$ cat src/rtl/somador_pkg.sv
// Shared types and helpers for the serial adder/subtractor.
package somador_pkg;

    // Controller states.
    typedef enum logic {
        ST_IDLE = 1'b0,
        ST_RUN  = 1'b1
    } state_t;

    // Ceiling log2, used to size the chunk counter.
    function automatic int unsigned clog2(input int unsigned v);
        int unsigned r;
        r = 0;
        for (int unsigned i = 0; i < 32; i++) begin
            if ((64'd1 << r) < 64'(v)) begin
                r = r + 1;
            end
        end
        return r;
    endfunction

endpackage

$ cat src/rtl/somador_serial_if.sv
// Request/result bundle for the serial adder/subtractor.
interface somador_serial_if #(
    parameter int unsigned WIDTH = 8
);
    logic             start;
    logic             sub;
    logic [WIDTH-1:0] a;
    logic [WIDTH-1:0] b;
    logic             cin;
    logic             busy;
    logic             done;
    logic [WIDTH-1:0] s;
    logic             cout;
    logic             overflow;

    modport master (
        output start, sub, a, b, cin,
        input  busy, done, s, cout, overflow
    );

    modport slave (
        input  start, sub, a, b, cin,
        output busy, done, s, cout, overflow
    );
endinterface

$ cat src/rtl/somador_fatia.sv
// Combinational CHUNK-bit ripple-carry slice.
module somador_fatia #(
    parameter int unsigned CHUNK = 1
) (
    input  logic [CHUNK-1:0] a,
    input  logic [CHUNK-1:0] b,
    input  logic             cin,
    output logic [CHUNK-1:0] s,
    output logic             cout,
    output logic             c_msb
);

    // Ripple the carry through the slice; c_msb is the carry into the top bit.
    always_comb begin : ripple
        logic [CHUNK:0] c;
        c     = '0;
        s     = '0;
        c[0]  = cin;
        for (int i = 0; i < int'(CHUNK); i++) begin
            s[i]   = a[i] ^ b[i] ^ c[i];
            c[i+1] = (a[i] & b[i]) | (c[i] & (a[i] ^ b[i]));
        end
        cout  = c[CHUNK];
        c_msb = c[CHUNK-1];
    end

endmodule

$ cat src/rtl/somador_serial.sv
// Multi-cycle adder/subtractor: WIDTH-bit operands, CHUNK bits per clock, LSB first.
module somador_serial
    import somador_pkg::*;
#(
    parameter int unsigned WIDTH = 8,
    parameter int unsigned CHUNK = 1
) (
    input  logic             clk,
    input  logic             rst_n,
    somador_serial_if.slave  bus
);

    localparam int unsigned N     = WIDTH / CHUNK;
    localparam int unsigned CNT_W = (clog2(N) > 0) ? clog2(N) : 1;

    state_t             state;
    state_t             state_nx;
    logic [WIDTH-1:0]   op_a;
    logic [WIDTH-1:0]   op_b;
    logic [WIDTH-1:0]   acc;
    logic               carry;
    logic [CNT_W-1:0]   cnt;

    logic [CHUNK-1:0]       sl_s;
    logic                   sl_cout;
    logic                   sl_cmsb;
    logic [WIDTH+CHUNK-1:0] acc_cat;
    logic [WIDTH-1:0]       acc_nx;

    logic capture_c;
    logic step_c;
    logic last_c;

    somador_fatia #(.CHUNK(CHUNK)) u_fatia (
        .a     (op_a[CHUNK-1:0]),
        .b     (op_b[CHUNK-1:0]),
        .cin   (carry),
        .s     (sl_s),
        .cout  (sl_cout),
        .c_msb (sl_cmsb)
    );

    // New slice sum enters at the top; after N steps the LSB chunk sits at bit 0.
    assign acc_cat = {sl_s, acc};
    assign acc_nx  = acc_cat[WIDTH+CHUNK-1:CHUNK];

    // State register; busy is registered alongside it.
    always_ff @(posedge clk or negedge rst_n) begin
        if (!rst_n) begin
            state    <= ST_IDLE;
            bus.busy <= 1'b0;
        end else begin
            state    <= state_nx;
            bus.busy <= (state_nx == ST_RUN);
        end
    end

    // Next-state logic.
    always_comb begin
        state_nx = state;
        case (state)
            ST_IDLE: if (bus.start) state_nx = ST_RUN;
            ST_RUN:  if (last_c)    state_nx = ST_IDLE;
            default: state_nx = ST_IDLE;
        endcase
    end

    // Datapath control strobes.
    always_comb begin
        capture_c = 1'b0;
        step_c    = 1'b0;
        last_c    = 1'b0;
        case (state)
            ST_IDLE: capture_c = bus.start;
            ST_RUN: begin
                step_c = 1'b1;
                last_c = (cnt == CNT_W'(N - 1));
            end
            default: ;
        endcase
    end

    // Operand shift registers, carry, accumulator and chunk counter.
    always_ff @(posedge clk or negedge rst_n) begin
        if (!rst_n) begin
            op_a  <= '0;
            op_b  <= '0;
            acc   <= '0;
            carry <= 1'b0;
            cnt   <= '0;
        end else if (capture_c) begin
            op_a  <= bus.a;
            op_b  <= bus.sub ? ~bus.b : bus.b;
            carry <= bus.cin ^ bus.sub;
            cnt   <= '0;
        end else if (step_c) begin
            op_a  <= op_a >> CHUNK;
            op_b  <= op_b >> CHUNK;
            acc   <= acc_nx;
            carry <= sl_cout;
            cnt   <= cnt + CNT_W'(1);
        end
    end

    // Visible results only change on completion, never showing partial sums.
    always_ff @(posedge clk or negedge rst_n) begin
        if (!rst_n) begin
            bus.done     <= 1'b0;
            bus.s        <= '0;
            bus.cout     <= 1'b0;
            bus.overflow <= 1'b0;
        end else begin
            bus.done <= last_c;
            if (last_c) begin
                bus.s        <= acc_nx;
                bus.cout     <= sl_cout;
                bus.overflow <= sl_cout ^ sl_cmsb;
            end
        end
    end

endmodule

$ cat src/flat_wrapper.sv
// flat-port wrapper written by rule: the top's interface ports become plain ports
module somador_serial_flat import somador_pkg::*;
#(
    parameter int unsigned WIDTH = 8,
    parameter int unsigned CHUNK = 1
)
  (clk, rst_n, bus_start, bus_sub, bus_a, bus_b, bus_cin, bus_busy, bus_done, bus_s, bus_cout, bus_overflow);
  somador_serial_if #(.WIDTH(WIDTH)) bus_i ();
  input  logic clk;
  input  logic rst_n;
  input wire logic [$bits(bus_i.start)-1:0] bus_start;
  input wire logic [$bits(bus_i.sub)-1:0] bus_sub;
  input wire logic [$bits(bus_i.a)-1:0] bus_a;
  input wire logic [$bits(bus_i.b)-1:0] bus_b;
  input wire logic [$bits(bus_i.cin)-1:0] bus_cin;
  output wire logic [$bits(bus_i.busy)-1:0] bus_busy;
  output wire logic [$bits(bus_i.done)-1:0] bus_done;
  output wire logic [$bits(bus_i.s)-1:0] bus_s;
  output wire logic [$bits(bus_i.cout)-1:0] bus_cout;
  output wire logic [$bits(bus_i.overflow)-1:0] bus_overflow;
  assign bus_i.start = bus_start;
  assign bus_i.sub = bus_sub;
  assign bus_i.a = bus_a;
  assign bus_i.b = bus_b;
  assign bus_i.cin = bus_cin;
  assign bus_busy = bus_i.busy;
  assign bus_done = bus_i.done;
  assign bus_s = bus_i.s;
  assign bus_cout = bus_i.cout;
  assign bus_overflow = bus_i.overflow;
  somador_serial #(.WIDTH(WIDTH), .CHUNK(CHUNK)) u_core (.clk(clk), .rst_n(rst_n), .bus(bus_i));
endmodule
$ cat config.mk
export PLATFORM = sky130hd
export DESIGN_NAME = somador_serial_flat
export DESIGN_NICKNAME = d
export VERILOG_FILES = /design/src/rtl/somador_pkg.sv /design/src/rtl/somador_serial_if.sv /design/src/rtl/somador_fatia.sv /design/src/rtl/somador_serial.sv /design/src/flat_wrapper.sv
export SDC_FILE = /design/constraint.sdc
export NUM_CORES = 1
export LEC_CHECK = 0
export CELL_PAD_IN_SITES_DETAIL_PLACEMENT = 1
export CELL_PAD_IN_SITES_GLOBAL_PLACEMENT = 2
export CORE_MARGIN = 2
export CORE_UTILIZATION = 31
export DETAILED_ROUTE_END_ITERATION = 12
export GPL_TIMING_DRIVEN = 0
export PLACE_DENSITY = 0.78
export RECOVER_POWER = 50
export SLEW_MARGIN = 15
export SYNTH_ARGS = -nofsm -noshare
export SYNTH_HDL_FRONTEND = slang
export SYNTH_HIERARCHICAL = 1
export SYNTH_SLANG_ARGS = --single-unit
$ cat constraint.sdc
create_clock -name clk -period 1.53 [get_ports clk]
set_clock_uncertainty 0.2 [all_clocks]
set_input_delay 0.2295 -clock clk [delete_from_list [all_inputs] [get_ports clk]]
set_output_delay 0.2295 -clock clk [all_outputs]
set_load 0.02 [all_outputs]
==> reports/metrics.cfg <==
[worst_setup_path]
crit_required_ns = 1.50
cp-end-kind = register
crit_buf_inv = 1
critPathKind = register to register
cp_max_fo = 5
max_stage_delay_ns = 0.40
start_kind = register
crit_arrival_ns = 1.57
crit_chain = ha_2 > ha_4 > nand2_8 > buf_8 > mux2_4
critPathSlowestCell = dfrtp_1
crit_start = u_core/cnt[0]$_DFFE_PN0P_
crit_family = flip-flops
r2r-start = u_core/cnt[0]$_DFFE_PN0P_

[run]
drv_cap = 0

[timing]
hold_viol = 0
worst_slew_pin_slew_ns = 0.4905
fin_setup_tns_ns = -0.5897
maxSlewViolCount = 0
slew_headroom_pct = 67.30
rsz0062_at_grt = true
layout_setup_ws_ns = -0.07364
whs_ns = 0.08532
period_share_pct = 104.8
final-setup-viol-count = 11
fmax_mhz = 623.6
fin_crit_ns = 1.604

[cells_and_area]
layout.nets = 201
syn_to_final_growth_pct = 39.16
finalInstanceArea_um2 = 2401
drive_above_1_share_pct = 29.21
multi_input_area_um2 = 737.0
final_core_util_pct = 44.15
num_antenna_cells = 0
register_area_um2 = 975.9
fillers = 569

[yosys]
yosysWarnings = 6
synth_cell_type_count = 24
yosys-top-cells-count = dfrtp_1 (39), mux2_2 (17), xor2_1 (9)
ys_seq_area_share_pct = 56.56
yosysTopAreaCell = dfrtp_1
syn-cell-area_um2 = 1725
synth_top_area_share_pct = 56.56
ys_async_sr_fraction_pct = 100.0
synth_cells = 128
syn_avg_cell_area_um2 = 13.48
synth_edf_count = 0
synth_ff_type = dfrtp_1
synth_area_leaders = dfrtp_1 (57%), mux2_2 (11%), a221o_1 (4.6%), mux2i_1 (4.6%), xor2_1 (4.6%)
ys_ff_latch = 39
synth_most_common_cell = dfrtp_1
synth.net_count = 152

[routing]
avgViaCountPerCell = 4.652
vias = 1163
dr.first_iter.drc_count = 43
drt_wl_total_um = 3813
routedWlPerCell_um = 15.25
first_pass_iters = 4
post-route-drc-count = 0
ant_nets = 0

[global_route]
grt-ovfl-total = 0
antenna_found_initial = 0
grt_pass1_vias = 1299
grt_use_total_pct = 13.45
grt_pass1_wl_um = 6430
grt_max_degree = 37

[cts]
cts_buffer_depth = 2
clock-sinks = 39
clk_latency_ns = 0.29
root_buffer = clkbuf_8
cts_tree = built
numCtsBuffers = 5
htree_num_levels = 2
path_clk_slew_ns = 0.08

[floorplan]
dieWidth_um = 78.61
core_region_area_um2 = 5439
dieArea_um2 = 6179
boundaryPins = 33
fp-row-count = 27
start_util_pct = 31.72
die_h_um = 78.61

[outcome]
violations = setup timing
status = finished, violations left

[power]
leakage_nw = 1.167
power.density_nw_per_um2 = 1901
power.total_mw = 4.565
peakVddDrop_mv = 0.5574

[place]
hpwl_um = 2576
gp_congestion = 0.6719
dpl_cell_area_um2 = 2158
portBuffers = 31

[worst_hold_path]
min_path_type = input port to asynchronous set/reset pin

## layout make-up
cell class / instances / area share, %
inverters: 1 / 0.1563
flip-flops and latches: 39 / 40.65
repair buffers: 42 / 16.41
multi-input cells: 78 / 30.69
well taps: 72 / 3.752
plain buffers: 10 / 3.648
clock buffers: 5 / 2.866
clock inverters: 3 / 1.824
## state kept, by name, summed over array words and instances, names as in the netlist
name                 cells
u_core/acc               7
u_core/op_b              8
u_core/carry             1
u_core/op_a              8
u_core/bus.done          1
u_core/cnt               3
u_core/bus.cout          1
u_core/bus.s             8
u_core/state             1
u_core/bus.overflow      1
## worst paths after layout
check / to / slack (ns) / cells past startpoint
setup reg to reg: u_core/bus.cout$_DFFE_PN0P_ / -0.07 / 5
max in group asynchronous: u_core/op_b[0]$_DFFE_PN0P_ / 0.29 / 3
hold / removal: u_core/bus.done$_DFF_PN0_ / 0.09 / 2
setup / recovery: u_core/bus.cout$_DFFE_PN0P_ / -0.07 / 5
min in group clk: u_core/op_b[7]$_DFFE_PN0P_ / 0.17 / 3
hold reg to reg: u_core/op_a[2]$_DFFE_PN0P_ / 0.30 / 2
## what timing repair did
item,4_1_cts,5_1_grt
gates resized for setup,21,7
cloned,1,0
buffers inserted,4,4
setup endpoints to repair,22,13
hold buffers,1,0
hold endpoints to repair,39,0
pin swaps,1,2
## placed cells by master (no fill, tap or decap)
master	netlist	final
mux2i_1	8	8
clkbuf_1	1	2
nand2_1	7	7
ha_2	0	1
a211oi_2	0	1
mux2_2	17	9
xor2_1	9	9
and2b_1	1	1
dlygate4sd3_1	0	1
buf_16	0	1
clkinv_4	0	1
buf_2	2	1
clkbuf_8	0	5
buf_8	0	1
and2_4	0	1
a221o_1	8	8
nor2_1	2	2
a22o_1	2	2
bufinv_16	0	1
inv_1	1	1
ha_4	0	1
a21oi_1	1	1
and2_1	8	7
clkinv_2	0	1
o21ai_0	7	7
nor2_2	1	1
xnor2_1	1	1
clkbuf_4	0	2
fa_2	0	1
mux2_4	0	9
buf_4	3	11
nand2_8	0	1
dlygate4sd2_1	0	12
dfrtp_1	39	39
buf_6	4	3
clkdlybuf4s50_1	0	18
## cells by family after synthesis
kind of cell	share of synthesized area, %
simple gates	6.020
fa+ha+maj	2.610
compound gates	8.412
mux	16.39
buf+inv	4.930
xor+xnor	5.076
flops	56.56
## where the power goes
group          internal [mW]  total [mW]  switching (mW)
registers               1.46        1.73           0.271
logic                   1.12        1.99           0.864
clock network          0.485       0.844           0.358
## per-stage QoR
stage / cells / worst slack [ns]
after floorplan: 128 / -0.007453
after global placement: 231 / -0.8362
after detailed placement: 232 / -0.1493
after CTS: 246 / -0.08965
after global routing: 250 / -0.1178
final: 250 / -0.07364
## per-layer routing
layer  global-route usage (%)  vias up  part of all wire (%)
met4                    4.211        0                   1.2
li1                         -      545                     -
met3                    2.874        7                   3.6
met1                    15.12      588                    41
met5                        0        -                     0
met2                    25.13       23                    54
(Power assumes the default switching activity.)
==> RTL edit 1, RTL diff (config.mk and constraints unchanged) <==
`WIDTH` is set to 8 in 3 places; all go to 6.
--- a/src/rtl/somador_serial_if.sv
+++ b/src/rtl/somador_serial_if.sv
@@ -1,5 +1,5 @@
 // Request/result bundle for the serial adder/subtractor.
 interface somador_serial_if #(
-    parameter int unsigned WIDTH = 8
+    parameter int unsigned WIDTH = 6
 );
     logic             start;
--- a/src/rtl/somador_serial.sv
+++ b/src/rtl/somador_serial.sv
@@ -3,5 +3,5 @@
     import somador_pkg::*;
 #(
-    parameter int unsigned WIDTH = 8,
+    parameter int unsigned WIDTH = 6,
     parameter int unsigned CHUNK = 1
 ) (
--- a/src/flat_wrapper.sv
+++ b/src/flat_wrapper.sv
@@ -2,5 +2,5 @@
 module somador_serial_flat import somador_pkg::*;
 #(
-    parameter int unsigned WIDTH = 8,
+    parameter int unsigned WIDTH = 6,
     parameter int unsigned CHUNK = 1
 )
Interface: changed (resized bus_a, bus_b and bus_s); port bits go from 33 to 27. The function was not compared with the original's and may differ.
==> RTL edit 1 against the original RTL <==
The run still ends with setup timing left; area after synthesis shrank 19%; wire length fell by 28%; critical path depth decreased by 2; non-clock buffer count fell by 17; sequential cell count down 8; total power shrank 24%; final cell count down 23%; cell area shrank 23%; sequential power down 21%; worst setup slack better by 12 ps.
==> RTL edit 1: results (changes against the original RTL) <==
The area fraction of clock buffers and clock inverters came out at 0.06334 (+0.01644). The post-synthesis sequential element count came to 31 (-21%). The synthesized netlist net count came out at 123 (-19%). The leakage power figure came out at 0.8968 nW (-23%). The switching power as a share of total power is 0.3144 (-0.01292). The mean routed wirelength per cell came out at 14.37 um (-5.8%).

The number of tap cells added at floorplan is 52 (-28%). The average instance area after synthesis was 13.54 um^2 (+0.48%). The number of combinational gates with multiple inputs is 63 (-19%). The placer congestion estimate came out at 0.6787 (+1.0%). The fraction of the mapped netlist area in compound gates is 0.07892 (-0.005195). The xor-xnor portion of the synthesized cell area came out at 0.05650 (+0.005741). The largest voltage drop on the vdd net is 529.7 uV (-5.0%). The final setup violation count came out at 3 (-8). Sorting the synthesized cells by how often they occur yields sky130_fd_sc_hd__dfrtp_1 (31), sky130_fd_sc_hd__mux2_2 (14), sky130_fd_sc_hd__xor2_1 (8). The fraction of the yosys area taken by sequential cells is 0.5561 (-0.009573). The final worst slack was -61.99 ps (+11.65 ps). The global-route wire length before repair came to 4747 um (-26%). The post-synthesis cell type count was 22 (-8.3%). The checks that failed: setup timing. The post-synthesis to final-layout area growth is 33.09%. The via count normalized by instance count came to 4.813 (+3.5%). The iteration-0 DRC count of the detailed router came out at 48 (+12%). The endpoint arrival time on the critical path is 1550 ps (-20 ps).

The non-clock buffer instance count of the final layout was 35 (-33%). The layout buffering overhead excluding clock cells is 0.1712 (-0.02947). The highest-delay cell along the critical path is sky130_fd_sc_hd__fa_2. The post-route setup TNS came to -119.1 ps (+470.6 ps). The row count is 24 (-11%). The final cell count without fillers came out at 192 (-23%).

The flow ran to the end, but the final reports show violations. By area the synthesized netlist is led by sky130_fd_sc_hd__dfrtp_1 (56%), sky130_fd_sc_hd__mux2_2 (11%), sky130_fd_sc_hd__xor2_1 (5.0%). The aggregate global-route resource usage was 0.1213 (-0.01316).
[RTL edit 1: cell types whose count changed after synthesis, moves of 2 or more]
| cell | change |
|---|---|
| sky130_fd_sc_hd__o21ai_0 | -2 |
| sky130_fd_sc_hd__a221o_1 | -2 |
| sky130_fd_sc_hd__nand2_1 | -2 |
| sky130_fd_sc_hd__and2_1 | -2 |
| sky130_fd_sc_hd__mux2_2 | -3 |
| sky130_fd_sc_hd__mux2i_1 | -2 |
| sky130_fd_sc_hd__dfrtp_1 | -8 |
[RTL edit 1: cell families (layout without fill, tap and decap cells)]
logic type,count (synthesis),count (layout)
compound gates,14,14
xor+xnor,9,9
fa+ha+maj,3,3
buf+inv,9,46
flops,31,31
mux,20,20
simple gates,17,17
[RTL edit 1: routing by layer]
metal / part of all wire / GRT usage / vias to the layer above / wire length [um]
li1: - / - / 426 / -
met1: 0.43 / 0.1504 / 468 / 1191
met2: 0.50 / 0.2046 / 24 / 1390
met3: 0.050 / 0.03989 / 6 / 138
met4: 0.014 / 0.03145 / 0 / 39
met5: 0 / 0 / - / 0
[RTL edit 1: worst paths after layout]
kind	slack (ps)	to	start	cells after the start
worst min register to register	300	u_core/bus.s[2]$_DFFE_PN0P_	u_core/bus.s[2]$_DFFE_PN0P_	1
max in group asynchronous	290	u_core/bus.s[3]$_DFFE_PN0P_	rst_n	2
worst max-delay path	-60	u_core/carry$_DFFE_PN0P_	u_core/op_a[0]$_DFFE_PN0P_	3
worst max register to register	-60	u_core/carry$_DFFE_PN0P_	u_core/op_a[0]$_DFFE_PN0P_	3
worst min-delay path	40	u_core/op_b[5]$_DFFE_PN0P_	bus_start	2
min in group asynchronous	350	u_core/bus.cout$_DFFE_PN0P_	rst_n	2
==> RTL edit 2, RTL diff (config.mk and constraints unchanged) <==
Made on the original files. Make the reset (`rst_n`) synchronous in 3 clocked blocks.
--- a/src/rtl/somador_serial.sv
+++ b/src/rtl/somador_serial.sv
@@ -46,5 +46,5 @@
 
     // State register; busy is registered alongside it.
-    always_ff @(posedge clk or negedge rst_n) begin
+    always_ff @(posedge clk) begin
         if (!rst_n) begin
             state    <= ST_IDLE;
@@ -82,5 +82,5 @@
 
     // Operand shift registers, carry, accumulator and chunk counter.
-    always_ff @(posedge clk or negedge rst_n) begin
+    always_ff @(posedge clk) begin
         if (!rst_n) begin
             op_a  <= '0;
@@ -104,5 +104,5 @@
 
     // Visible results only change on completion, never showing partial sums.
-    always_ff @(posedge clk or negedge rst_n) begin
+    always_ff @(posedge clk) begin
         if (!rst_n) begin
             bus.done     <= 1'b0;
Check against the original RTL: differs if rst_n is asserted again (counterexample within 4 cycles, from zero or initial values and one cycle with rst_n low); with rst_n held inactive, the same outputs for 10 cycles.
==> RTL edit 2 against the original RTL <==
Area after synthesis rose by 4.1%; worst setup slack improved by 160 ps; sequential cell count did not move; cell area fell by 4.9%; wire length rose by 4.8%; global-route usage rose by 0.20 points; non-clock buffer count fell by 5; via count rose by 20%.
Power is not compared: it rests on default switching activity, and its combinational part moved more than twofold at a synthesized area within 25%.
==> RTL edit 2: results (changes against the original RTL) <==
The global-route wire length before repair is 6706 um (+4.3%). The setup slack after placement was -248.8 ps (-99.53 ps). The number of filler cells placed in the layout came out at 655 (+15%). The most used flip-flop cell after synthesis is sky130_fd_sc_hd__dfxtp_1. The half-perimeter wire length of the detailed placement result came out at 2752 um (+6.8%). The relative max-transition margin is 0.6880 (+0.01496). The endpoint arrival time on the critical path is 1440 ps (-130 ps). After synthesis, the most frequently instantiated cells are sky130_fd_sc_hd__dfxtp_1 (39), sky130_fd_sc_hd__nand3_1 (17), sky130_fd_sc_hd__mux2i_1 (15). The cell count after synthesis came out at 179 (+40%). The run finished with clean final reports.

The total wirelength of the detailed-routed design was 3996 um (+4.8%). The instance count after placement with tap cells included is 281 (+21%). The final layout net count is 240 (+19%). The leakage power figure came out at about 0.90 nW. The length of the first detailed-routing pass in iterations is 4 (unchanged). The clock slew seen by the registers of the worst setup and hold paths came out at 70 ps. The placer congestion estimate was 0.7107 (+5.8%). The synthesized netlist net count is 203 (+34%). The largest registers in the layout are u_core/bus.s (8), u_core/op_a (8), u_core/op_b (8). The placement-stage cell area came out at 2187 um^2 (+1.3%). The number of levels in the clock H-tree came out at 2 (unchanged). The slowest stage of the critical path is the sky130_fd_sc_hd__fa_2 cell.

The aggregate global-route resource usage is 0.1365 (+0.002011). In the post-synthesis netlist, the biggest area contributors are sky130_fd_sc_hd__dfxtp_1 (43%), sky130_fd_sc_hd__mux2i_1 (8.4%), sky130_fd_sc_hd__a21bo_2 (5.0%). The number of hold buffers added after CTS came to 0 (-1). The path class of the tightest hold or removal check is input port to register. The post-synthesis cell type count is 26 (+8.3%). The via total after detailed routing came out at 1400 (+20%). The count of input and output buffers was 30 (-3.2%). The fraction of the yosys area taken by sequential cells came out at 0.4345 (-0.1311). The via count normalized by instance count is 4.844 (+4.1%). The initial antenna violation count came out at 0 (unchanged). The maximum number of pins on one net before global-route repair came out at 12 (-68%). The ratio of cells with drive above 1 in the final layout is 0.1659 (-0.1262). The iteration-0 DRC count of the detailed router came out at 37 (-14%). The tree is rooted in a sky130_fd_sc_hd__clkbuf_8. The share of synthesized flip-flops with an asynchronous set or reset is 0 (-1.000).

The number of warnings issued by yosys is 6 (unchanged). The critical-path maximum fanout is 3 (-2). The total setup buffers inserted after CTS is 0 (-4).
RTL edit 2: changes by cell type after synthesis, moves of 9 or more:
| cell | change |
|---|---|
| sky130_fd_sc_hd__dfrtp_1 | -39 |
| sky130_fd_sc_hd__dfxtp_1 | +39 |
| sky130_fd_sc_hd__mux2_2 | -17 |
| sky130_fd_sc_hd__nand3_1 | +17 |
| sky130_fd_sc_hd__a21oi_1 | +13 |
| sky130_fd_sc_hd__nand2b_1 | +13 |
| sky130_fd_sc_hd__a21bo_2 | +9 |
| sky130_fd_sc_hd__xnor2_1 | +9 |
| sky130_fd_sc_hd__xor2_1 | -9 |
RTL edit 2: area by class of cell:
cell class,instances,area (um^2),share of cell area
plain buffers,17,142.6,0.06247
clock buffers,7,76.32,0.03342
clock inverters,1,5.005,0.002192
inverters,2,7.507,0.003288
multi-input cells,121,894.6,0.3918
flip-flops and latches,39,782.0,0.3425
well taps,72,90.09,0.03945
repair buffers,30,285.3,0.1249
RTL edit 2: final timing paths:
| kind | start | to | slack (ps) | cells past startpoint |
|---|---|---|---|---|
| setup / recovery | u_core/carry$_SDFFE_PN0P_ | u_core/bus.overflow$_SDFFE_PN0P_ | 90 | 3 |
| hold / removal | bus_start | u_core/state$_SDFF_PN0_ | 70 | 3 |
| setup reg to reg | u_core/carry$_SDFFE_PN0P_ | u_core/bus.overflow$_SDFFE_PN0P_ | 90 | 3 |
| hold reg to reg | u_core/acc[1]$_SDFFE_PN0P_ | u_core/bus.s[0]$_SDFFE_PN0P_ | 290 | 2 |
RTL edit 2: cells by family after synthesis:
group,after synthesis,share of synthesized area
AO/OA/AOI/OAI,40,0.1664
XOR/XNOR,10,0.04874
adder cells (fa/ha/maj),3,0.02507
buffers and inverters,19,0.07730
flip-flops,39,0.4345
multiplexers,15,0.08356
AND/OR/NAND/NOR,53,0.1643
RTL edit 2: critical path: cells and delay by family, from the launching register on:
| family | cells | cell delay, ps |
|---|---|---|
| AO/OA/AOI/OAI | 1 | 260 |
| XOR/XNOR | 1 | 150 |
| adder cells (fa/ha/maj) | 1 | 410 |
| flip-flops | 1 | 340 |
RTL edit 2: repair_timing:
action / CTS / global route
resized for setup: 16 / 7
endpoints found under the setup margin: 23 / 14
pin swaps: 0 / 2
RTL edit 2: where the power goes:
group	switching (mW)	internal [mW]	total, mW
Combinational	0.150	0.167	0.317
Clock	0.350	0.320	0.670
Sequential	0.0288	1.06	1.09
RTL edit 2: routing by layer:
metal  vias to the layer above  share of wire  global-route usage
li1                        701              -                   -
met1                       659           0.48              0.1802
met2                        38           0.46              0.2150
met3                         2          0.054             0.04045
met4                         0         0.0038             0.04068
met5                         -              0                   0
